[config.mk]
export PLATFORM = sky130hd
export DESIGN_NAME = time_display_scan_flat
export DESIGN_NICKNAME = d
export VERILOG_FILES = /design/src/rtl/clock_disp_pkg.sv /design/src/rtl/time_display_scan_if.sv /design/src/rtl/seg7_decode.sv /design/src/rtl/time_display_scan.sv /design/src/flat_wrapper.sv
export SDC_FILE = /design/constraint.sdc
export NUM_CORES = 1
export LEC_CHECK = 0
export CAP_MARGIN = 20
export CORE_UTILIZATION = 35
export DETAILED_ROUTE_END_ITERATION = 8
export MAX_ROUTING_LAYER = met4
export SYNTH_ARGS = -nofsm -noshare
export SYNTH_HDL_FRONTEND = slang
export SYNTH_HIERARCHICAL = 1
export SYNTH_SLANG_ARGS = --single-unit
[constraint.sdc]
create_clock -name CLK -period 3.5 [get_ports CLK]
set_input_delay 0.7 -clock CLK [delete_from_list [all_inputs] [get_ports CLK]]
set_output_delay 0.7 -clock CLK [all_outputs]
set_load 0.05 [all_outputs]
[src/rtl/clock_disp_pkg.sv]
// ---------------------------------------------------------------------------
// clock_disp_pkg
// Shared constants and types for the time display scanner:
//   - active-low 7-segment patterns {g,f,e,d,c,b,a} for 0..9, dash and off
//   - digit count and per-digit masks (decimal points, hour pair, minute pair)
//   - disp_out_t: the registered pin bundle {AN, SEG, DP}, plus its idle value
// ---------------------------------------------------------------------------
package clock_disp_pkg;

  localparam int N_DIGITS = 8;

  typedef logic [6:0] seg_t;

  localparam seg_t SEG_0    = 7'h40;
  localparam seg_t SEG_1    = 7'h79;
  localparam seg_t SEG_2    = 7'h24;
  localparam seg_t SEG_3    = 7'h30;
  localparam seg_t SEG_4    = 7'h19;
  localparam seg_t SEG_5    = 7'h12;
  localparam seg_t SEG_6    = 7'h02;
  localparam seg_t SEG_7    = 7'h78;
  localparam seg_t SEG_8    = 7'h00;
  localparam seg_t SEG_9    = 7'h10;
  localparam seg_t SEG_DASH = 7'h3F;
  localparam seg_t SEG_OFF  = 7'h7F;

  // Separator points sit after the hour, minute and second pairs.
  localparam logic [N_DIGITS-1:0] DP_MASK   = 8'b0101_0100;
  localparam logic [N_DIGITS-1:0] HOUR_MASK = 8'hC0;
  localparam logic [N_DIGITS-1:0] MIN_MASK  = 8'h30;

  typedef struct packed {
    logic [N_DIGITS-1:0] an;
    seg_t                seg;
    logic                dp;
  } disp_out_t;

  // All digits off, all segments dark, decimal point dark.
  localparam disp_out_t DISP_IDLE = '{an: '1, seg: SEG_OFF, dp: 1'b1};

endpackage

[src/rtl/time_display_scan_if.sv]
// ---------------------------------------------------------------------------
// time_display_scan_if
// Bundle between the clock counter side and the display scanner.
//   master: drives CE10, TIME, SETH, SETM; observes AN, SEG, DP
//   slave : the scanner; consumes the time/set inputs, drives the pins
// ---------------------------------------------------------------------------
interface time_display_scan_if;
  import clock_disp_pkg::*;

  logic                CE10;
  logic [31:0]         TIME;
  logic                SETH;
  logic                SETM;
  logic [N_DIGITS-1:0] AN;
  seg_t                SEG;
  logic                DP;

  modport master (output CE10, TIME, SETH, SETM, input AN, SEG, DP);
  modport slave  (input CE10, TIME, SETH, SETM, output AN, SEG, DP);

endinterface

[src/rtl/seg7_decode.sv]
// ---------------------------------------------------------------------------
// seg7_decode
// Purely combinational BCD nibble to active-low 7-segment pattern.
//   i_nib : BCD digit; 10..15 are not valid BCD and show a dash
//   o_seg : {g,f,e,d,c,b,a}, active-low
// ---------------------------------------------------------------------------
module seg7_decode
  import clock_disp_pkg::*;
(
  input  logic [3:0] i_nib,
  output seg_t       o_seg
);

  always_comb begin
    // NOTE: a default before the case keeps every path assigned, so no latch.
    o_seg = SEG_DASH;
    case (i_nib)
      4'd0:    o_seg = SEG_0;
      4'd1:    o_seg = SEG_1;
      4'd2:    o_seg = SEG_2;
      4'd3:    o_seg = SEG_3;
      4'd4:    o_seg = SEG_4;
      4'd5:    o_seg = SEG_5;
      4'd6:    o_seg = SEG_6;
      4'd7:    o_seg = SEG_7;
      4'd8:    o_seg = SEG_8;
      4'd9:    o_seg = SEG_9;
      default: o_seg = SEG_DASH;
    endcase
  end

endmodule

[src/rtl/time_display_scan.sv]
// ---------------------------------------------------------------------------
// time_display_scan
// Multiplexes the packed BCD time word {HH,MM,ss,mm} onto an 8-digit
// common-anode display with leading-zero suppression on the hour tens,
// blinking of the hour/minute pair while it is being set, and separator
// decimal points.
//   CLK        : system clock
//   RST        : synchronous, active-high reset
//   bus.CE10   : centisecond strobe, paces the blink counter
//   bus.TIME   : {HH,MM,ss,mm} BCD, digit i = TIME[4i+3:4i]
//   bus.SETH/M : hour/minute set active, the matching pair blinks
//   bus.AN     : digit enables, active-low (registered)
//   bus.SEG    : segments {g,f,e,d,c,b,a}, active-low (registered)
//   bus.DP     : decimal point, active-low (registered)
// ---------------------------------------------------------------------------
module time_display_scan
  import clock_disp_pkg::*;
#(
  parameter int SCAN_DIV   = 1000,
  parameter int BLINK_HALF = 50
) (
  input  logic               CLK,
  input  logic               RST,
  time_display_scan_if.slave bus
);

  localparam int PW = $clog2(SCAN_DIV);
  localparam int BW = (BLINK_HALF > 1) ? $clog2(BLINK_HALF) : 1;
  localparam int IW = $clog2(N_DIGITS);

  localparam logic [PW-1:0] PRESC_LAST = PW'(SCAN_DIV - 1);
  localparam logic [BW-1:0] BLINK_LAST = BW'(BLINK_HALF - 1);

  logic [PW-1:0]       r_presc;
  logic [IW-1:0]       r_idx;
  logic [3:0]          r_nib;
  logic [BW-1:0]       r_blink_cnt;
  logic                r_phase;
  disp_out_t           r_out;

  logic                w_guard;
  logic                w_wrap;
  logic                w_latch;
  logic [IW-1:0]       w_lat_idx;
  logic [3:0]          w_lat_nib;
  logic [N_DIGITS-1:0] w_sel;
  logic                w_blank;
  seg_t                w_seg;
  disp_out_t           w_next;

  assign w_guard = (r_presc == '0);
  assign w_wrap  = (r_presc == PRESC_LAST);

  // The nibble is captured on the wrap edge for the incoming digit and
  // refreshed once more as the slot leaves its guard cycle, so the value
  // shown for the rest of the slot is TIME as seen at the slot start and
  // the first slot after reset shows real data rather than the reset zero.
  assign w_latch   = w_wrap | w_guard;
  assign w_lat_idx = w_wrap ? r_idx + 1'b1 : r_idx;
  assign w_lat_nib = bus.TIME[{w_lat_idx, 2'b00} +: 4];

  assign w_sel = N_DIGITS'(1) << r_idx;

  // Hour tens suppressed when zero; set pairs go dark in the blink-on phase.
  assign w_blank = (w_sel[N_DIGITS-1] && (r_nib == 4'd0))
                || (r_phase && bus.SETH && |(w_sel & HOUR_MASK))
                || (r_phase && bus.SETM && |(w_sel & MIN_MASK));

  seg7_decode u_decode (
    .i_nib (r_nib),
    .o_seg (w_seg)
  );

  always_comb begin
    w_next = DISP_IDLE;
    // Guard cycle keeps all anodes off while the segment lines settle.
    w_next.an = w_guard ? '1 : ~w_sel;
    if (!w_blank) begin
      w_next.seg = w_seg;
      w_next.dp  = ~|(w_sel & DP_MASK);
    end
  end

  always_ff @(posedge CLK) begin
    // NOTE: state registers use non-blocking assignments so every register
    // samples the pre-edge values of the others.
    if (RST) begin
      r_presc     <= '0;
      r_idx       <= '0;
      r_nib       <= '0;
      r_blink_cnt <= '0;
      r_phase     <= 1'b0;
      r_out       <= DISP_IDLE;
    end else begin
      if (w_wrap) begin
        r_presc <= '0;
        r_idx   <= r_idx + 1'b1;
      end else begin
        r_presc <= r_presc + 1'b1;
      end

      if (w_latch) begin
        r_nib <= w_lat_nib;
      end

      if (bus.CE10) begin
        if (r_blink_cnt == BLINK_LAST) begin
          r_blink_cnt <= '0;
          r_phase     <= ~r_phase;
        end else begin
          r_blink_cnt <= r_blink_cnt + 1'b1;
        end
      end

      r_out <= w_next;
    end
  end

  assign bus.AN  = r_out.an;
  assign bus.SEG = r_out.seg;
  assign bus.DP  = r_out.dp;

endmodule

[src/flat_wrapper.sv]
// flat-port wrapper written by rule: the top's interface ports become plain ports
module time_display_scan_flat import clock_disp_pkg::*;
#(
  parameter int SCAN_DIV   = 1000,
  parameter int BLINK_HALF = 50
)
  (CLK, RST, bus_CE10, bus_TIME, bus_SETH, bus_SETM, bus_AN, bus_SEG, bus_DP);
  time_display_scan_if bus_i ();
  input  logic CLK;
  input  logic RST;
  input wire logic [$bits(bus_i.CE10)-1:0] bus_CE10;
  input wire logic [$bits(bus_i.TIME)-1:0] bus_TIME;
  input wire logic [$bits(bus_i.SETH)-1:0] bus_SETH;
  input wire logic [$bits(bus_i.SETM)-1:0] bus_SETM;
  output wire logic [$bits(bus_i.AN)-1:0] bus_AN;
  output wire logic [$bits(bus_i.SEG)-1:0] bus_SEG;
  output wire logic [$bits(bus_i.DP)-1:0] bus_DP;
  assign bus_i.CE10 = bus_CE10;
  assign bus_i.TIME = bus_TIME;
  assign bus_i.SETH = bus_SETH;
  assign bus_i.SETM = bus_SETM;
  assign bus_AN = bus_i.AN;
  assign bus_SEG = bus_i.SEG;
  assign bus_DP = bus_i.DP;
  time_display_scan #(.SCAN_DIV(SCAN_DIV), .BLINK_HALF(BLINK_HALF)) u_core (.CLK(CLK), .RST(RST), .bus(bus_i));
endmodule
# Word level (Yosys, flattened, before mapping)
# Memories as Yosys holds them, arrays and structs flattened. A register that Yosys moved wholly into a read port is not among the register bits.
# Index checks and enable logic that the tools add are counted.
# op_classes
n_shift	2
n_addsub	3
bitwise_logic	3
n_reduce_logical	17
n_eq_ne	2
n_mux	2
# ops
operator	n
$shiftx A32 B6 Y4	1
$add A10 B1 Y10 const B	1
$eq A10 B10 Y1 const B	1
$logic_not A10 Y1	1
$reduce_or A2 Y1	5
$not A8 Y8	1
$shl A1 B3 Y8 const A	1
$add A6 B1 Y6 const B	1
$eq A6 B6 Y1 const B	1
$mux W6	1
$logic_and A1 B1 Y1	5
$logic_not A4 Y1	1
$add A3 B1 Y3 const B	1
$mux W3	1
$reduce_or A3 Y1	1
$logic_or A1 B1 Y1	2
$reduce_and A2 Y1	1
$logic_not A1 Y1	1
$not A1 Y1	1
$or A1 B1 Y1	1
# totals
input_bits	37
ff_bits	33
word_cells	37
memories	1
rom_bits	112
out_inout_bits	16
# mem_list
memory	depth	width	read_ports	rd_ports_with_merged_regs	wr	line_no	source
(no name shown)	16	7	1	1	0	seg7_decode.sv:17	case (i_nib)

# Longest topological paths before layout
# logic_depth
depth_word	6
ltp_mapped	9
depth_no_buf	7

# Modules after synthesis
# Netlist, hierarchy kept.
# by_module_without_submodules
module	seq_area_each_um2	area_per_inst_um2	cells_each	n_inst
time_display_scan	800.8	2095.8	193	1
seg7_decode	0.0	224.0	31	1

# Worst setup path before layout
# No wires, ideal clock.
# synth_path
kind	register to register
startpoint	register u_core.r_idx[0]
endpoint	register u_core.r_nib[0]
n_path_buf	3
setup_ns	0.117
t_arrival_ns	2.103
path_stages_with_launch	10
slack_ns	1.280
synth_period_minus_slack_ns	2.220
required_ns	3.383
cell_sequence	dfxtp_1 buf_4 buf_4 inv_1 ha_1 buf_1 mux4_2 mux2i_1 mux2i_1 a22o_1
# synth_via
elab_chain_len	3
# synth_lines
element	line_no	source
from (decl)	time_display_scan.sv:35	logic [IW-1:0] r_idx;
from (signal assigned)	time_display_scan.sv:97	r_idx <= r_idx + 1'b1;
$add A3 B1 Y3	time_display_scan.sv:59	assign w_lat_idx = w_wrap ? r_idx + 1'b1 : r_idx;
$mux W3 *	time_display_scan.sv:59	
$shiftx A32 B6 Y4 *	time_display_scan.sv:60	assign w_lat_nib = bus.TIME[{w_lat_idx, 2'b00} +: 4];
to (signal assigned)	time_display_scan.sv:103	r_nib <= w_lat_nib;
to (decl)	time_display_scan.sv:36	logic [3:0] r_nib;
# Mark *: on every way between the ends. The rest lies on a longest branch, timed or not.
# A chain may end at the register's enable or synchronous reset.

# Worst setup path in the final report
# layout_path
startpoint	register u_core.r_idx[1]
endpoint	register u_core.r_nib[0]
# Same word-level chain as after synthesis.

==> reports/qor.csv <==
stage,metric,value,unit
setup_path,CP cell instances,"inv_1, ha_1, mux4_2, mux2i_1, mux2i_1, a22o_1",
setup_path,Reg2Reg Setup Slack,1.08,ns
setup_path,Worst Setup EP,u_core/r_nib[0],
drt,Vias,1682,
setup_path,CP Max Fanout,12,
timing,Max Transition Viols Final,0,
logic_synthesis,Cells after Synth,224,
setup_path,"Max stage delay cell, worst path",dfxtp_1,
setup_path,CP most frequent cell,mux2i_1,
timing,final worst slack,1.08,ns
min_path,worst min path class,flop to flop,
logic_synthesis,Mapped Nets,276,
timing,crit path time final,2.42,ns
placed_design,post-DP HPWL,3240,µm
logic_synthesis,yosys warns,6,
floorplan,CORE AREA,0.00639,mm²
logic_synthesis,post-synth cell types,41,
placed_design,pre-CTS WS,1.01,ns
clock_tree,htree depth,2,
logic_synthesis,synth cell count leaders,"dfxtp_1, nor2_1, mux4_2, ha_1, mux2i_1",
clock_tree,Max Root-Sink Buffers,2,
clock_tree,CTS tree,done,
drt,Pre-antenna DRT Iters,4,
drt,Residual DRC,0,
pwr,VDD IR-drop max,0.000254,V
clock_tree,Post-CTS Setup Inserts,0,
clock_tree,Clock Latency Late Sink,0.29,ns
floorplan,full die area,0.00696,mm²
placed_design,DP Area,0.00288,mm²
pwr,leak pwr,1.17,nW
floorplan,DIE HEIGHT,83.4,µm
setup_path,R2R Path End,u_core/r_nib[0],
drt,DR WL/cell,11.9,µm
global_routing,GRT Util Overall,0.134,
timing,"Hold Vio Cnt, Final",0,
clock_tree,Resized Gates After CTS,0,
timing,Fmax achieved,413,MHz
logic_synthesis,Mean Syn Cell Area,10.4,µm²
clock_tree,TritonCTS Buffers,5,
pwr,PD cells,357,mW/mm²
outcome,outcome,"complete, no violations",
floorplan,initial core utilization,0.363,
timing,period utilisation layout,0.692,
cells_and_area,final instance area,0.00300,mm²
floorplan,row cnt,29,
drt,Iter 0 DRT Violations,36,
logic_synthesis,Yosys top cell area share,0.345,
setup_path,crit path capture type,flop,
timing,Finish-stage setup viols,0,
clock_tree,hold buffer count at CTS,0,
timing,Hold WS,0.491,ns
placed_design,gpl congestion,0.769,
global_routing,first-pass GRT wire length,7420,µm
timing,Clock Skew,0.00275,ns
clock_tree,CTS sink cnt,40,
clock_tree,Clock transition at path regs,0.07,ns
logic_synthesis,"area leader, netlist",dfxtp_1,
floorplan,I/O Pins,53,
min_path,hold path start,u_core/r_presc[0],
setup_path,FF-to-FF path depth,6,
cells_and_area,diode count,0,
cells_and_area,fillers,604,
global_routing,initial antenna violation count,0,
placed_design,PortBufs,52,
floorplan,die width,83.4,µm
drt,Vias/cell,4.79,
timing,Slew Limit Headroom,0.549,
drt,ANT nets after route,0,
logic_synthesis,Yosys reg bits,40,
timing,Least-Margin Pin Slew,0.675,ns
logic_synthesis,ranking of synthesized cells by area,"dfxtp_1, mux4_2, ha_1, mux2i_1, nor2_1",
job,MaxCap Viol Count,0,
setup_path,CP Class,flop to flop,
cells_and_area,ratio of cells with drive above 1 in the final layout,0.135,
setup_path,largest stage delay on the critical path,0.76,ns
setup_path,CP Launch Type,flop,
global_routing,largest net degree at the start of global routing,20,
drt,final WL,4170,µm
cells_and_area,"Core Util, Final",0.469,
logic_synthesis,Synth Flop Type,dfxtp_1,
logic_synthesis,"count leader, synth",dfxtp_1,
clock_tree,Clock Root Buffer,clkbuf_8,
setup_path,Arrival @ worst endpoint,2.61,ns
timing,setup total negative slack,0,ns
setup_path,WP data required,3.69,ns
global_routing,Overflow after GRT,0,
logic_synthesis,Mapped Area,0.00232,mm²
cells_and_area,# nets final,325,
logic_synthesis,Post-synth EDFFs,0,
setup_path,R2R Path Start,u_core/r_idx[1],
global_routing,vias in the first global route,1646,
logic_synthesis,"Seq/Total Area, Yosys",0.345,
setup_path,Crit. Startpoint,u_core/r_idx[1],
logic_synthesis,"FFs w/ async S/R, synth",0,
timing,RSZ-0062 raised after global routing,false,
cells_and_area,Area Overhead vs Synth,29.1,%
==> worst min-delay path by stage <==
stage                             end  cells past startpoint
floorplan            u_core/bus.AN[4]                      1
global placement    u_core/r_presc[0]                      1
detailed placement  u_core/r_presc[0]                      1
CTS                 u_core/r_presc[0]                      1
global route         u_core/bus.AN[5]                      1
finish              u_core/r_presc[0]                      1
==> cells by family (layout without fill, tap and decap cells) <==
| logic type | count (synthesis) | after routing | share of synthesized area |
|---|---|---|---|
| muxes | 31 | 31 | 0.225 |
| buffers and inverters | 21 | 71 | 0.0421 |
| xor gates and xnor gates | 15 | 15 | 0.0566 |
| DFF | 40 | 40 | 0.345 |
| and+or+nand+nor | 84 | 84 | 0.197 |
| AOI/OAI and AO/OA | 18 | 18 | 0.0523 |
| adders and majority gates | 15 | 15 | 0.0809 |
==> stage by stage <==
step | instances | power, mW
after detailed placement | 343 | 0.715
after global placement | 343 | 0.714
final | 351 | 1.07
after CTS | 351 | 1.09
after floorplan | 224 | 0.634
after global routing | 351 | 1.13
==> worst max-delay path, delay by kind of cell, from the launching register on <==
| kind | cells | cell delay [ns] |
|---|---|---|
| AO/OA/AOI/OAI | 1 | 0.23 |
| buffers and inverters | 1 | 0.14 |
| flip-flops | 1 | 0.76 |
| multiplexers | 3 | 0.61 |
| adder cells (fa/ha/maj) | 1 | 0.58 |
==> report_power, final <==
| group | internal, mW | switching (mW) |
|---|---|---|
| logic | 0.108 | 0.0973 |
| clock network | 0.211 | 0.157 |
| registers | 0.477 | 0.0208 |
==> sequential cells by signal (all words and copies together), names as in the netlist <==
signal,cells
u_core/bus.AN,8
u_core/bus.DP,1
u_core/bus.SEG,7
u_core/r_blink_cnt,6
u_core/r_idx,3
u_core/r_nib,4
u_core/r_phase,1
u_core/r_presc,10
==> layer usage <==
layer | vias up | track usage | wire (µm)
met5 | - | - | 0
met4 | 0 | 0.0508 | 74
met3 | 7 | 0.0288 | 189
met2 | 45 | 0.206 | 1790
met1 | 750 | 0.175 | 2120
li1 | 880 | - | -
==> layout by cell type (no fill, tap or decap), types with 4 or more instances in the layout <==
master / Yosys / layout
dfxtp_1: 40 / 40
mux2i_1: 14 / 14
a22o_1: 4 / 4
nor2_1: 26 / 26
clkbuf_8: 0 / 5
inv_1: 10 / 10
mux4_2: 16 / 16
and3_1: 5 / 5
xor2_1: 7 / 7
nor2b_1: 7 / 7
xnor2_1: 8 / 8
clkdlybuf4s50_1: 0 / 52
nand2_1: 11 / 11
ha_1: 15 / 15
a21oi_1: 6 / 6
or2_2: 9 / 9
nand3_1: 7 / 7
==> cell type report <==
class / instances / area [µm²] / share of cell area
clock inverters: 3 / 42.5 / 0.0142
clock buffers: 5 / 68.8 / 0.0230
repair buffers: 53 / 528 / 0.176
flip-flops and latches: 40 / 801 / 0.267
well taps: 77 / 96.3 / 0.0322
multi-input cells: 163 / 1420 / 0.475
inverters: 10 / 37.5 / 0.0125
(Power assumes the default switching activity.)
